## src/rtl/pipe_stage_reg.sv

```systemverilog
// rtl/pipe_stage_reg.sv - valid/ready pipeline stage register with optional 2-entry skid buffer
module pipe_stage_reg #(
   parameter int Width = 32,
   parameter bit Skid  = 1'b1
) (
   input  logic             clk_i,
   input  logic             rst_i,
   input  logic             flush_i,
   input  logic             valid_i,
   output logic             ready_o,
   input  logic [Width-1:0] data_i,
   output logic             valid_o,
   input  logic             ready_i,
   output logic [Width-1:0] data_o,
   output logic [1:0]       occupancy_o
);

   typedef enum logic [1:0] {
      EMPTY = 2'd0,
      HALF  = 2'd1,
      FULL  = 2'd2
   } state_t;

   state_t           state_q, state_d;
   logic [Width-1:0] main_q;
   logic [Width-1:0] skid_q;
   logic             in_xfer, out_xfer;
   logic             main_load, main_from_skid, skid_load;

   assign valid_o     = (state_q != EMPTY);
   assign occupancy_o = state_q;
   assign data_o      = main_q;
   assign in_xfer     = valid_i & ready_o;
   assign out_xfer    = valid_o & ready_i;

   // With the skid buffer, ready depends only on the state register.
   generate
      if (Skid) begin : g_ready_reg
         assign ready_o = (state_q != FULL);
      end else begin : g_ready_comb
         assign ready_o = !valid_o | ready_i;
      end
   endgenerate

   always_ff @(posedge clk_i) begin
      if (rst_i) begin
         state_q <= EMPTY;
      end else begin
         state_q <= state_d;
      end
   end

   always_comb begin
      state_d        = state_q;
      main_load      = 1'b0;
      main_from_skid = 1'b0;
      skid_load      = 1'b0;
      case (state_q)
         EMPTY: begin
            if (in_xfer) begin
               state_d   = HALF;
               main_load = 1'b1;
            end
         end
         HALF: begin
            if (in_xfer && out_xfer) begin
               main_load = 1'b1;
            end else if (in_xfer) begin
               // Only reachable with the skid buffer; without it ready implies out.
               if (Skid) begin
                  state_d   = FULL;
                  skid_load = 1'b1;
               end
            end else if (out_xfer) begin
               state_d = EMPTY;
            end
         end
         FULL: begin
            if (out_xfer) begin
               state_d        = HALF;
               main_load      = 1'b1;
               main_from_skid = 1'b1;
            end
         end
         default: state_d = EMPTY;
      endcase
      if (flush_i) begin
         state_d   = EMPTY;
         main_load = 1'b0;
         skid_load = 1'b0;
      end
   end

   always_ff @(posedge clk_i) begin
      if (rst_i) begin
         main_q <= '0;
      end else if (main_load) begin
         main_q <= main_from_skid ? skid_q : data_i;
      end
   end

   generate
      if (Skid) begin : g_skid
         always_ff @(posedge clk_i) begin
            if (rst_i) begin
               skid_q <= '0;
            end else if (skid_load) begin
               skid_q <= data_i;
            end
         end
      end else begin : g_no_skid
         assign skid_q = '0;
      end
   endgenerate

endmodule

```

## config.mk

```make
export PLATFORM = sky130hd
export DESIGN_NAME = pipe_stage_reg
export DESIGN_NICKNAME = d
export VERILOG_FILES = /design/src/rtl/pipe_stage_reg.sv
export SDC_FILE = /design/constraint.sdc
export NUM_CORES = 1
export LEC_CHECK = 0
export ABC_AREA = 1
export BUFFER_PORTS_ARGS = -buffer_cell sky130_fd_sc_hd__buf_4
export CORE_MARGIN = 1.5
export CORE_UTILIZATION = 30
export CTS_CLUSTER_SIZE = 8
export DETAILED_ROUTE_END_ITERATION = 8
export PLACE_DENSITY = 0.6
export REMOVE_ABC_BUFFERS = 1
export SLEW_MARGIN = 20
export SYNTH_ARGS = -nofsm -noshare
export SYNTH_HDL_FRONTEND = slang
export SYNTH_SLANG_ARGS = --single-unit
```

## constraint.sdc

```tcl
create_clock -name clk_i -period 1.9 [get_ports clk_i]
set_clock_uncertainty 0.15 [all_clocks]
set_input_delay 0.19 -clock clk_i [delete_from_list [all_inputs] [get_ports clk_i]]
set_output_delay 0.19 -clock clk_i [all_outputs]
set_load 0.005 [all_outputs]
```

==> impl_metrics.yaml <==
outcome:
  run_status: "finished, final reports clean"
global_routing:
  grt_start_max_net_pins: 66
  grtUsageTotal_pct: 15.0
  met2_usage_pct: 25.2
  grt_pass1_vias: 2850
  grt_use_met1_pct: 18.6
  overflow: 0
  grt_use_met3_pct: 3.27
  grt-busiest-layer: "met2"
  antenna_found_initial: 0
  grt_pass1_wl_um: 13200
critical_path:
  path_cells: "inv_2 -> nor2_4 -> buf_4 -> inv_1 -> buf_4"
  endpoint_kind: "primary output"
  rr_worst_depth: 8
  worst_setup_path_start_kind: "flop"
  crit_type: "reg2out"
  path_buf_inv: 4
  worstPathRequired_ps: 1560
  critical_path.max_fanout: 19
  cpMostUsedCell: "buf_4"
  arrival_ps: 1420
  crit_cells: 5
  slowest_stage: "dfxtp_1"
  path_delay_family: "buffers and inverters"
  critPathMaxStageDelay_ps: 440
clock_tree:
  htree_levels: 3
  cts_buffers: 9
  clock-sinks: 66
  post_cts_resize_count: 0
  cts-root-buf: "clkbuf_8"
  clk_latency_ps: 340
  clock_path_buffers: 2
  clk_pin_slew_ps: 80
  cts_tree: "yes"
layout:
  layout-drive-gt1-share_pct: 18.9
  multi_input_area_um2: 1400
  finalNonFillerCells: 709
  antennaDiodeCount: 0
  areaGrowthSynthToFinish_pct: 40.0
  regArea_um2: 1320
  nFillCells: 1046
  nNetsFinal: 608
synth:
  synth_top_area_share_pct: 43.4
  async_flop_share_pct: 0
  yosys-top-cells-count: "nand2_1, nor2_1, dfxtp_1, inv_1, nand3_1"
  synth_compound_area_share_pct: 5.50
  synth_area_leaders: "dfxtp_1, nand2_1, nor2_1"
  synthSimpleGateAreaFrac_pct: 40.3
  synth_seq_cells: 66
  synth_area_um2: 3050
  ys_seq_area_share_pct: 43.4
  synth_fa_ha_area_share_pct: 0
  synth_top_area_cell: "dfxtp_1"
  synth-xor-area-share_pct: 0
  synth.distinct_cells: 18
  synth_cells: 472
  synth-edff-count: 0
  synth_top_family_by_area: "simple AND/OR/NAND/NOR gates"
  synthFlopType: "dfxtp_1"
  yosysMostFrequentCell: "nand2_1"
  synthMuxAreaShare_pct: 0
  ys.warnings.count: 0
  synth.avg_cell_area_um2: 6.45
floorplanning:
  dieArea_um2: 10800
  start_util_pct: 31.0
  core_area_um2: 9820
  num_io_pins: 73
  die_w_um: 104
  rows: 36
  fp.dieH_um: 104
timing:
  rsz0062_at_grt: "no"
  fin_crit_ps: 1760
  slew_headroom_pct: 79.3
  final-hold-violation-count: 0
  fin_setup_tns_ps: 0
  drv_slew: 0
  fmax_mhz: 568
  finalWorstSetupSlack_ps: 139
  post-route-period-util_pct: 92.7
  worstMarginPinSlew_ps: 309
  setup_viol: 0
  fin_hold_ws_ps: 169
drt:
  firstDrtPassIters: 4
  drc: 0
  via_per_inst: 4.27
  wl_per_cell_um: 10.7
  wl_um: 7580
  drt_iter0_drc: 177
  vias: 3029
  ant_nets: 0
power_and_ir_drop:
  power_density_nw_per_um2: 779
  power_w: 0.00332
  p_leak_nw: 2.10
  vdd_ir_drop_max_mv: 0.390
place:
  gp_congestion: 0.716
  dp_slack_ps: 330
  dp.cells: 659
  io_buffers: 72
  place_hpwl_um: 4840
hold_path:
  holdPathStages: 5
  holdCritPathClass: "in2reg"
job:
  maxCapViolations: 0
routing by layer:
metal | part of all wire, % | vias to the layer above | routed length (um)
met1 | 48 | 1333 | 3660
li1 | - | 1629 | -
met5 | 0 | - | 0
met2 | 46 | 55 | 3490
met3 | 3.8 | 12 | 291
met4 | 1.9 | 0 | 144
repair_timing:
action | in CTS | in global routing
hold endpoints to repair | 34 | 0
hold buffers | 34 | 0
buffers inserted | 0 | 0
report_power, final:
| part | switching, W | internal, W |
|---|---|---|
| logic | 0.000216 | 0.000242 |
| clock network | 0.000548 | 0.000845 |
| registers | 0.0000306 | 0.00144 |
| total | 0.000794 | 0.00253 |
registers in the layout, indices dropped and copies added (netlist names):
signal       count
data_o          32
occupancy_o      2
skid_q          32
worst register-to-register path: cells and delay by family (launching register included):
kind,cells,cell delay [ps]
buffers and inverters,2,370
flip-flops,1,460
AND/OR/NAND/NOR,6,510
cell type report:
class	instances	share of cell area [%]
flip-flops and latches	66	31.0
clock inverters	4	1.70
clock buffers	12	3.87
inverters	38	3.35
well taps	133	3.90
repair buffers	117	23.5
multi-input cells	339	32.7
stage by stage:
stage / instance area (um^2) / util, %
after floorplan: 2860 / -
after global placement: 3690 / 37.5
after detailed placement: 3690 / 37.5
final: 4260 / 43.4
after CTS: 4260 / 43.4
after global routing: 4260 / 43.4
final timing paths:
path	from	to	slack (ps)
setup / recovery	occupancy_o[1]	ready_o	140
hold / removal	rst_i	data_o[1]	170
setup reg to reg	occupancy_o[0]	data_o[26]	320
hold reg to reg	skid_q[14]	skid_q[14]	330
cell families (layout without fill, tap and decap cells):
group,Yosys count,count (layout)
DFF,66,66
and+or+nand+nor,306,306
buffers and inverters,67,171
AOI/OAI and AO/OA,33,33
layout by cell type, fill, tap and decap left out:
| cell | n |
|---|---|
| clkinv_2 | 1 |
| nand3_2 | 1 |
| clkbuf_8 | 12 |
| nor2_4 | 2 |
| buf_12 | 3 |
| nor3b_1 | 1 |
| bufinv_16 | 2 |
| nor2_2 | 1 |
| nand3_1 | 33 |
| dlygate4sd3_1 | 34 |
| nand2_2 | 1 |
| nand2_4 | 1 |
| a211oi_1 | 1 |
| nand2_1 | 135 |
| inv_2 | 4 |
| buf_4 | 80 |
| inv_1 | 34 |
| o21ai_0 | 32 |
| dfxtp_1 | 66 |
| clkinvlp_4 | 1 |
| nor2_1 | 131 |
Note: power is estimated with default switching activity, not from simulation.
